### src/rtl/alu_execute.sv
// alu_execute: MIPS execute stage with single-cycle ALU/shifts and a 32-iteration multiply/divide engine.
module alu_execute #(
  parameter int WIDTH = 32,
  parameter int ITER = 32
) (
  input  logic             clock,
  input  logic             reset,
  input  logic             valid_in,
  input  logic [3:0]       ALU_control,
  input  logic             ALUSrc,
  input  logic [WIDTH-1:0] read_data1,
  input  logic [WIDTH-1:0] read_data2,
  input  logic [WIDTH-1:0] sign_ext_imm,
  input  logic [4:0]       shamt,
  output logic             ready,
  output logic             busy,
  output logic             valid_out,
  output logic [WIDTH-1:0] ALU_result,
  output logic             zero,
  output logic [WIDTH-1:0] write_data
);
  typedef enum logic [1:0] {IDLE, MUL, DIV} state_t;
  state_t state, nxt;
  logic [WIDTH-1:0] a, b, diff, res, ma, mb;
  logic [WIDTH-1:0] hi, lo, acc, q, m, orig;
  logic [WIDTH-1:0] nacc, nq, dacc, dq, qf, rf;
  logic [2*WIDTH-1:0] prod, pf;
  logic [WIDTH:0] sum, rsh, trial;
  logic [5:0] cnt;
  logic accept, op_mul, op_div, sa, sb, neg_q, neg_r, div0, last, ok;
  assign a = read_data1;
  assign b = ALUSrc ? sign_ext_imm : read_data2;
  assign diff = a - b;
  assign busy = state != IDLE;
  assign ready = !busy;
  assign accept = valid_in && ready;
  assign op_mul = ALU_control[3:1] == 3'b100;
  assign op_div = ALU_control[3:1] == 3'b101;
  assign sa = !ALU_control[0] && a[WIDTH-1];
  assign sb = !ALU_control[0] && b[WIDTH-1];
  assign ma = sa ? -a : a;
  assign mb = sb ? -b : b;
  assign last = cnt == 6'(ITER-1);
  // Shift-add multiply: acc holds the running high half, q shifts the multiplier out and product bits in.
  assign sum = {1'b0, acc} + (q[0] ? {1'b0, m} : '0);
  assign nacc = sum[WIDTH:1];
  assign nq = {sum[0], q[WIDTH-1:1]};
  assign prod = {nacc, nq};
  assign pf = neg_q ? -prod : prod;
  // Restoring divide: acc is the partial remainder, q shifts the dividend out and quotient bits in.
  assign rsh = {acc, q[WIDTH-1]};
  assign trial = rsh - {1'b0, m};
  assign ok = !trial[WIDTH];
  assign dacc = ok ? trial[WIDTH-1:0] : rsh[WIDTH-1:0];
  assign dq = {q[WIDTH-2:0], ok};
  assign qf = neg_q ? -dq : dq;
  assign rf = neg_r ? -dacc : dacc;
  always_comb begin
    res = '0;
    case (ALU_control)
      4'b0000: res = a & b;
      4'b0001: res = a | b;
      4'b0010: res = a + b;
      4'b0011: res = a ^ b;
      4'b0110: res = diff;
      4'b0111: res = {{(WIDTH-1){1'b0}}, $signed(a) < $signed(b)};
      4'b1100: res = ~(a | b);
      4'b0100: res = b << shamt;
      4'b0101: res = b >> shamt;
      4'b1111: res = $signed(b) >>> shamt;
      4'b1101: res = hi;
      4'b1110: res = lo;
      default: res = '0;
    endcase
  end
  always_comb begin
    nxt = state;
    nxt = (state == IDLE) ? (accept && op_mul ? MUL : accept && op_div ? DIV : IDLE)
                          : (last ? IDLE : state);
  end
  always_ff @(posedge clock) state <= reset ? IDLE : nxt;
  always_ff @(posedge clock) begin
    if (reset) begin
      ALU_result <= '0;
      write_data <= '0;
      zero <= 1'b0;
      valid_out <= 1'b0;
      hi <= '0;
      lo <= '0;
      acc <= '0;
      q <= '0;
      m <= '0;
      orig <= '0;
      neg_q <= 1'b0;
      neg_r <= 1'b0;
      div0 <= 1'b0;
      cnt <= '0;
    end else begin
      valid_out <= accept;
      if (accept) begin
        ALU_result <= res;
        zero <= diff == '0;
        write_data <= read_data2;
      end
      if (accept && (op_mul || op_div)) begin
        acc <= '0;
        q <= ma;
        m <= mb;
        orig <= a;
        neg_q <= sa ^ sb;
        neg_r <= sa;
        div0 <= b == '0;
        cnt <= '0;
      end else if (state == MUL) begin
        acc <= nacc;
        q <= nq;
        cnt <= cnt + 6'd1;
        if (last) {hi, lo} <= pf;
      end else if (state == DIV) begin
        acc <= dacc;
        q <= dq;
        cnt <= cnt + 6'd1;
        if (last) begin
          hi <= div0 ? orig : rf;
          lo <= div0 ? '1 : qf;
        end
      end
    end
  end
endmodule

### config.mk
export PLATFORM = sky130hd
export DESIGN_NAME = alu_execute
export DESIGN_NICKNAME = d
export VERILOG_FILES = /design/src/rtl/alu_execute.sv
export SDC_FILE = /design/constraint.sdc
export NUM_CORES = 2
export LEC_CHECK = 0
export ABC_AREA = 0
export BUFFER_PORTS_ARGS = -buffer_cell sky130_fd_sc_hd__buf_2
export CELL_PAD_IN_SITES_DETAIL_PLACEMENT = 1
export CELL_PAD_IN_SITES_GLOBAL_PLACEMENT = 2
export CORE_MARGIN = 2
export CORE_UTILIZATION = 25
export CTS_BUF_LIST = sky130_fd_sc_hd__clkbuf_8
export CTS_CLUSTER_DIAMETER = 50
export DETAILED_ROUTE_END_ITERATION = 6
export GPL_ROUTABILITY_DRIVEN = 0
export GPL_TIMING_DRIVEN = 0
export PLACE_DENSITY = 0.67
export SYNTH_ARGS = -nofsm -noshare
export SYNTH_HDL_FRONTEND = slang
export SYNTH_SLANG_ARGS = --single-unit
### constraint.sdc
create_clock -name clock -period 14.1 [get_ports clock]
set_input_delay 2.115 -clock clock [delete_from_list [all_inputs] [get_ports clock]]
set_output_delay 2.115 -clock clock [all_outputs]
set_load 0.005 [all_outputs]
==> reports/results.txt <==
Post-route insts no fill -> 5925
Vias in the first global route -> 33500
Area Overhead vs Synth -> 16.0%
CP Cell Sequence -> buf_2 > buf_1 > clkbuf_1 > mux2i_1 > inv_1 > ha_1 > inv_1 > fa_1 > a211o_1 > a21oi_1 > o31ai_1 > a2111oi_0 > nand4_1 > nor4_1 > nand4_1 > or4_1 > nor4_1 > nand4_1 > o31ai_1
CTS Hold Bufs -> 0
Gr busiest metal -> met2
Placement Rows -> 124
Register area share after synthesis -> 18.8%
Syn Nets -> 4382
GRT overflow -> 0
Global-route wire length before repair -> 255000 µm
Port Buffers -> 172
R2R setup slack -> 5.95 ns
Worst Setup End Kind -> flop
Slowest cell on crit path -> mux2i_1
RSZ-0062 raised after global routing -> no
Total CTS buffers -> 69
GR met2 Demand/Resource -> 44.5%
Post-DRT Antenna Nets -> 0
Pwr/cell area -> 109 nW/µm²
Core area -> 114000 µm²
DIE AREA -> 117000 µm²
I/O pin total -> 177
Vias per cell -> 5.88
Synth top area share -> 18.8%
Wire per inst -> 30.8 µm
Setup Fix Bufs, Post-CTS -> 0
Clock sink count -> 269
Total Routed Length -> 183000 µm
Failing checks -> capacitance limit, slew limit
Asr flop ratio synth -> 0%
Cell mode on critical path -> nand4_1
Syn avg cell area -> 6.99 µm²
Worst-Margin Slew -> 1.51 ns
Ys flop type -> dfxtp_1
Layout cells sized above 1 -> 9.37%
Resize count post-CTS -> 0
CTS Buffer Depth -> 3
Syn. warnings -> 0
Drt drc -> 0
Met1 track demand over resource -> 40.6%
CP Data Arrival Time -> 11.25 ns
Clk_lat worst skew -> 0.72 ns
Largest cells by area after synthesis -> dfxtp_1 (19%), ha_1 (7.4%), a21oi_1 (7.1%), nand2_1 (6.8%), mux2i_1 (6.4%)
Final setup viols -> 0
Largest net degree at the start of global routing -> 11
Hold Violations, Final -> 0
Worst Path Buf+Inv -> 5
Initial drt markers -> 3765
Nets -> 4638
Slew HR -> -3.35%
WP depth -> 19
Initial Utilization -> 25.1%
GRT Resource Usage Total -> 29.9%
Mapped cell area -> 28700 µm²
CP Launch Type -> primary input
Initial antenna violation count -> 15
TritonRoute pass-1 iters -> 7
Distinct cells, synth -> 96
Max cap viols -> 4
CTS root buffer -> clkbuf_8
Worst Path Required -> 14.73 ns
Vias -> 34900
Category of the most critical setup path -> in2reg
Detailed placement HPWL -> 148000 µm
Crit-path max cell delay -> 1.23 ns
Top-count cell post-synth -> nand2_1
Met3 Resource Use GR -> 6.91%
H-tree lvl count -> 3
Achievable clock frequency -> 94.2 MHz
Synth Register Bits -> 269
EDFF count, synth -> 0
Synth area leader -> dfxtp_1
Peak supply drop -> 54.7 µV
R2r worst-path depth -> 23
CTS tree -> built
Hold path cells -> 2
Clock slew at reported path FFs -> 0.05 ns
Period Utilization, post-route -> 75.3%
Die span in y -> 343 µm
Top delay family on crit path -> buffers and inverters
Setup TNS -> 0 ns
Cells after Synth -> 4100
CP Max Fanout -> 10
Final setup skew -> 0.0531 ns
Hold WC Path Type -> reg2reg
Commonest cells in the netlist -> nand2_1 (520), nor2_1 (428), a21oi_1 (408), o21ai_0 (328), dfxtp_1 (269)
Final min period -> 10.62 ns
P_leak -> 12.9 nW
Count of final max-slew check failures -> 5
Die span in x -> 343 µm
Status -> finished with violations
Placed insts -> 5796
==> through the flow <==
stage                     power [mW]  area (µm²)  hold slack (ns)  utilization, %  setup WS (ns)
after floorplan                 1.76       28700            0.423               -           6.90
after global placement          2.35       31400            0.440            27.6           3.42
after detailed placement        2.37       31600            0.447            27.7           3.40
after CTS                       3.56       33200            0.455            29.1           4.10
after global routing            3.75       33300            0.473            29.2           3.57
final                           3.61       33300            0.451            29.2           3.48
==> report_power, final <==
| part | internal [mW] | total, mW | switching (mW) | leakage [nW] |
|---|---|---|---|---|
| clock | 0.720 | 1.19 | 0.468 | 0.853 |
| sequential | 0.794 | 0.829 | 0.0351 | 2.19 |
| combinational | 0.479 | 1.59 | 1.11 | 9.81 |
| total | 1.99 | 3.61 | 1.62 | 12.9 |
==> cell families after synthesis <==
logic type | after synthesis | share of synthesized area (%)
AOI/OAI and AO/OA | 1347 | 30.0
muxes | 228 | 8.79
and+or+nand+nor | 1385 | 21.6
buffers and inverters | 473 | 6.26
DFF | 269 | 18.8
xor gates and xnor gates | 225 | 6.90
adders and majority gates | 173 | 7.66
==> sequential cells by signal (all words and copies together) (netlist names) <==
| signal | cells |
|---|---|
| q | 32 |
| neg_r | 1 |
| acc | 32 |
| lo | 32 |
| hi | 32 |
| div0 | 1 |
| m | 32 |
| zero | 1 |
| state | 2 |
| orig | 32 |
| neg_q | 1 |
| cnt | 6 |
| write_data | 32 |
| valid_out | 1 |
| ALU_result | 32 |
==> worst register-to-register path: stages (launching register included) <==
cell	delay, ns
dfxtp_1	0.70
inv_1	0.39
ha_1	0.40
fa_1	0.42
and2b_1	0.28
o211ai_1	0.20
a211oi_2	0.57
a211o_1	0.35
a21oi_4	0.11
xnor2_2	0.28
inv_1	0.18
buf_2	0.37
buf_2	0.36
buf_1	0.67
ha_1	0.43
nand3_1	0.16
or3_1	0.33
clkbuf_1	0.18
o21ai_0	0.71
nand3_1	0.23
xnor2_1	0.19
a221oi_1	0.40
a21oi_1	0.08
nor2_1	0.10
==> layout by cell type, fill, tap and decap left out, types with 83 or more instances in the layout <==
master / instances
ha_1: 169
xnor2_1: 134
nand2_1: 520
nor3_1: 90
a211oi_1: 96
nor2_1: 428
clkbuf_8: 83
xor2_1: 90
clkbuf_1: 258
inv_1: 168
a21oi_1: 408
dfxtp_1: 269
mux2i_1: 166
buf_2: 182
o21ai_0: 328
==> worst paths after layout <==
kind / start / endpoint
worst max register to register: q[31] / lo[26]
worst min register to register: write_data[18] / write_data[18]
worst max-delay path: ALUSrc / zero
worst min-delay path: write_data[18] / write_data[18]
==> area by class of cell <==
| class | count | area (µm²) |
|---|---|---|
| tap | 1512 | 1890 |
| multi-input combinational | 3358 | 21600 |
| clock inverter | 38 | 459 |
| antenna | 7 | 17.5 |
| sequential | 269 | 5390 |
| clock buffer | 83 | 1140 |
| buffer | 308 | 1180 |
| inverter | 165 | 619 |
| fill | 14300 | 80800 |
| timing repair buffer | 185 | 1010 |
==> metal layers <==
| metal | share of wire, % | vias to the layer above |
|---|---|---|
| li1 | - | 15400 |
| met1 | 44 | 17300 |
| met2 | 42 | 1737 |
| met3 | 9.0 | 383 |
| met4 | 5.2 | 18 |
| met5 | 0.074 | - |
(Power assumes the default switching activity.)
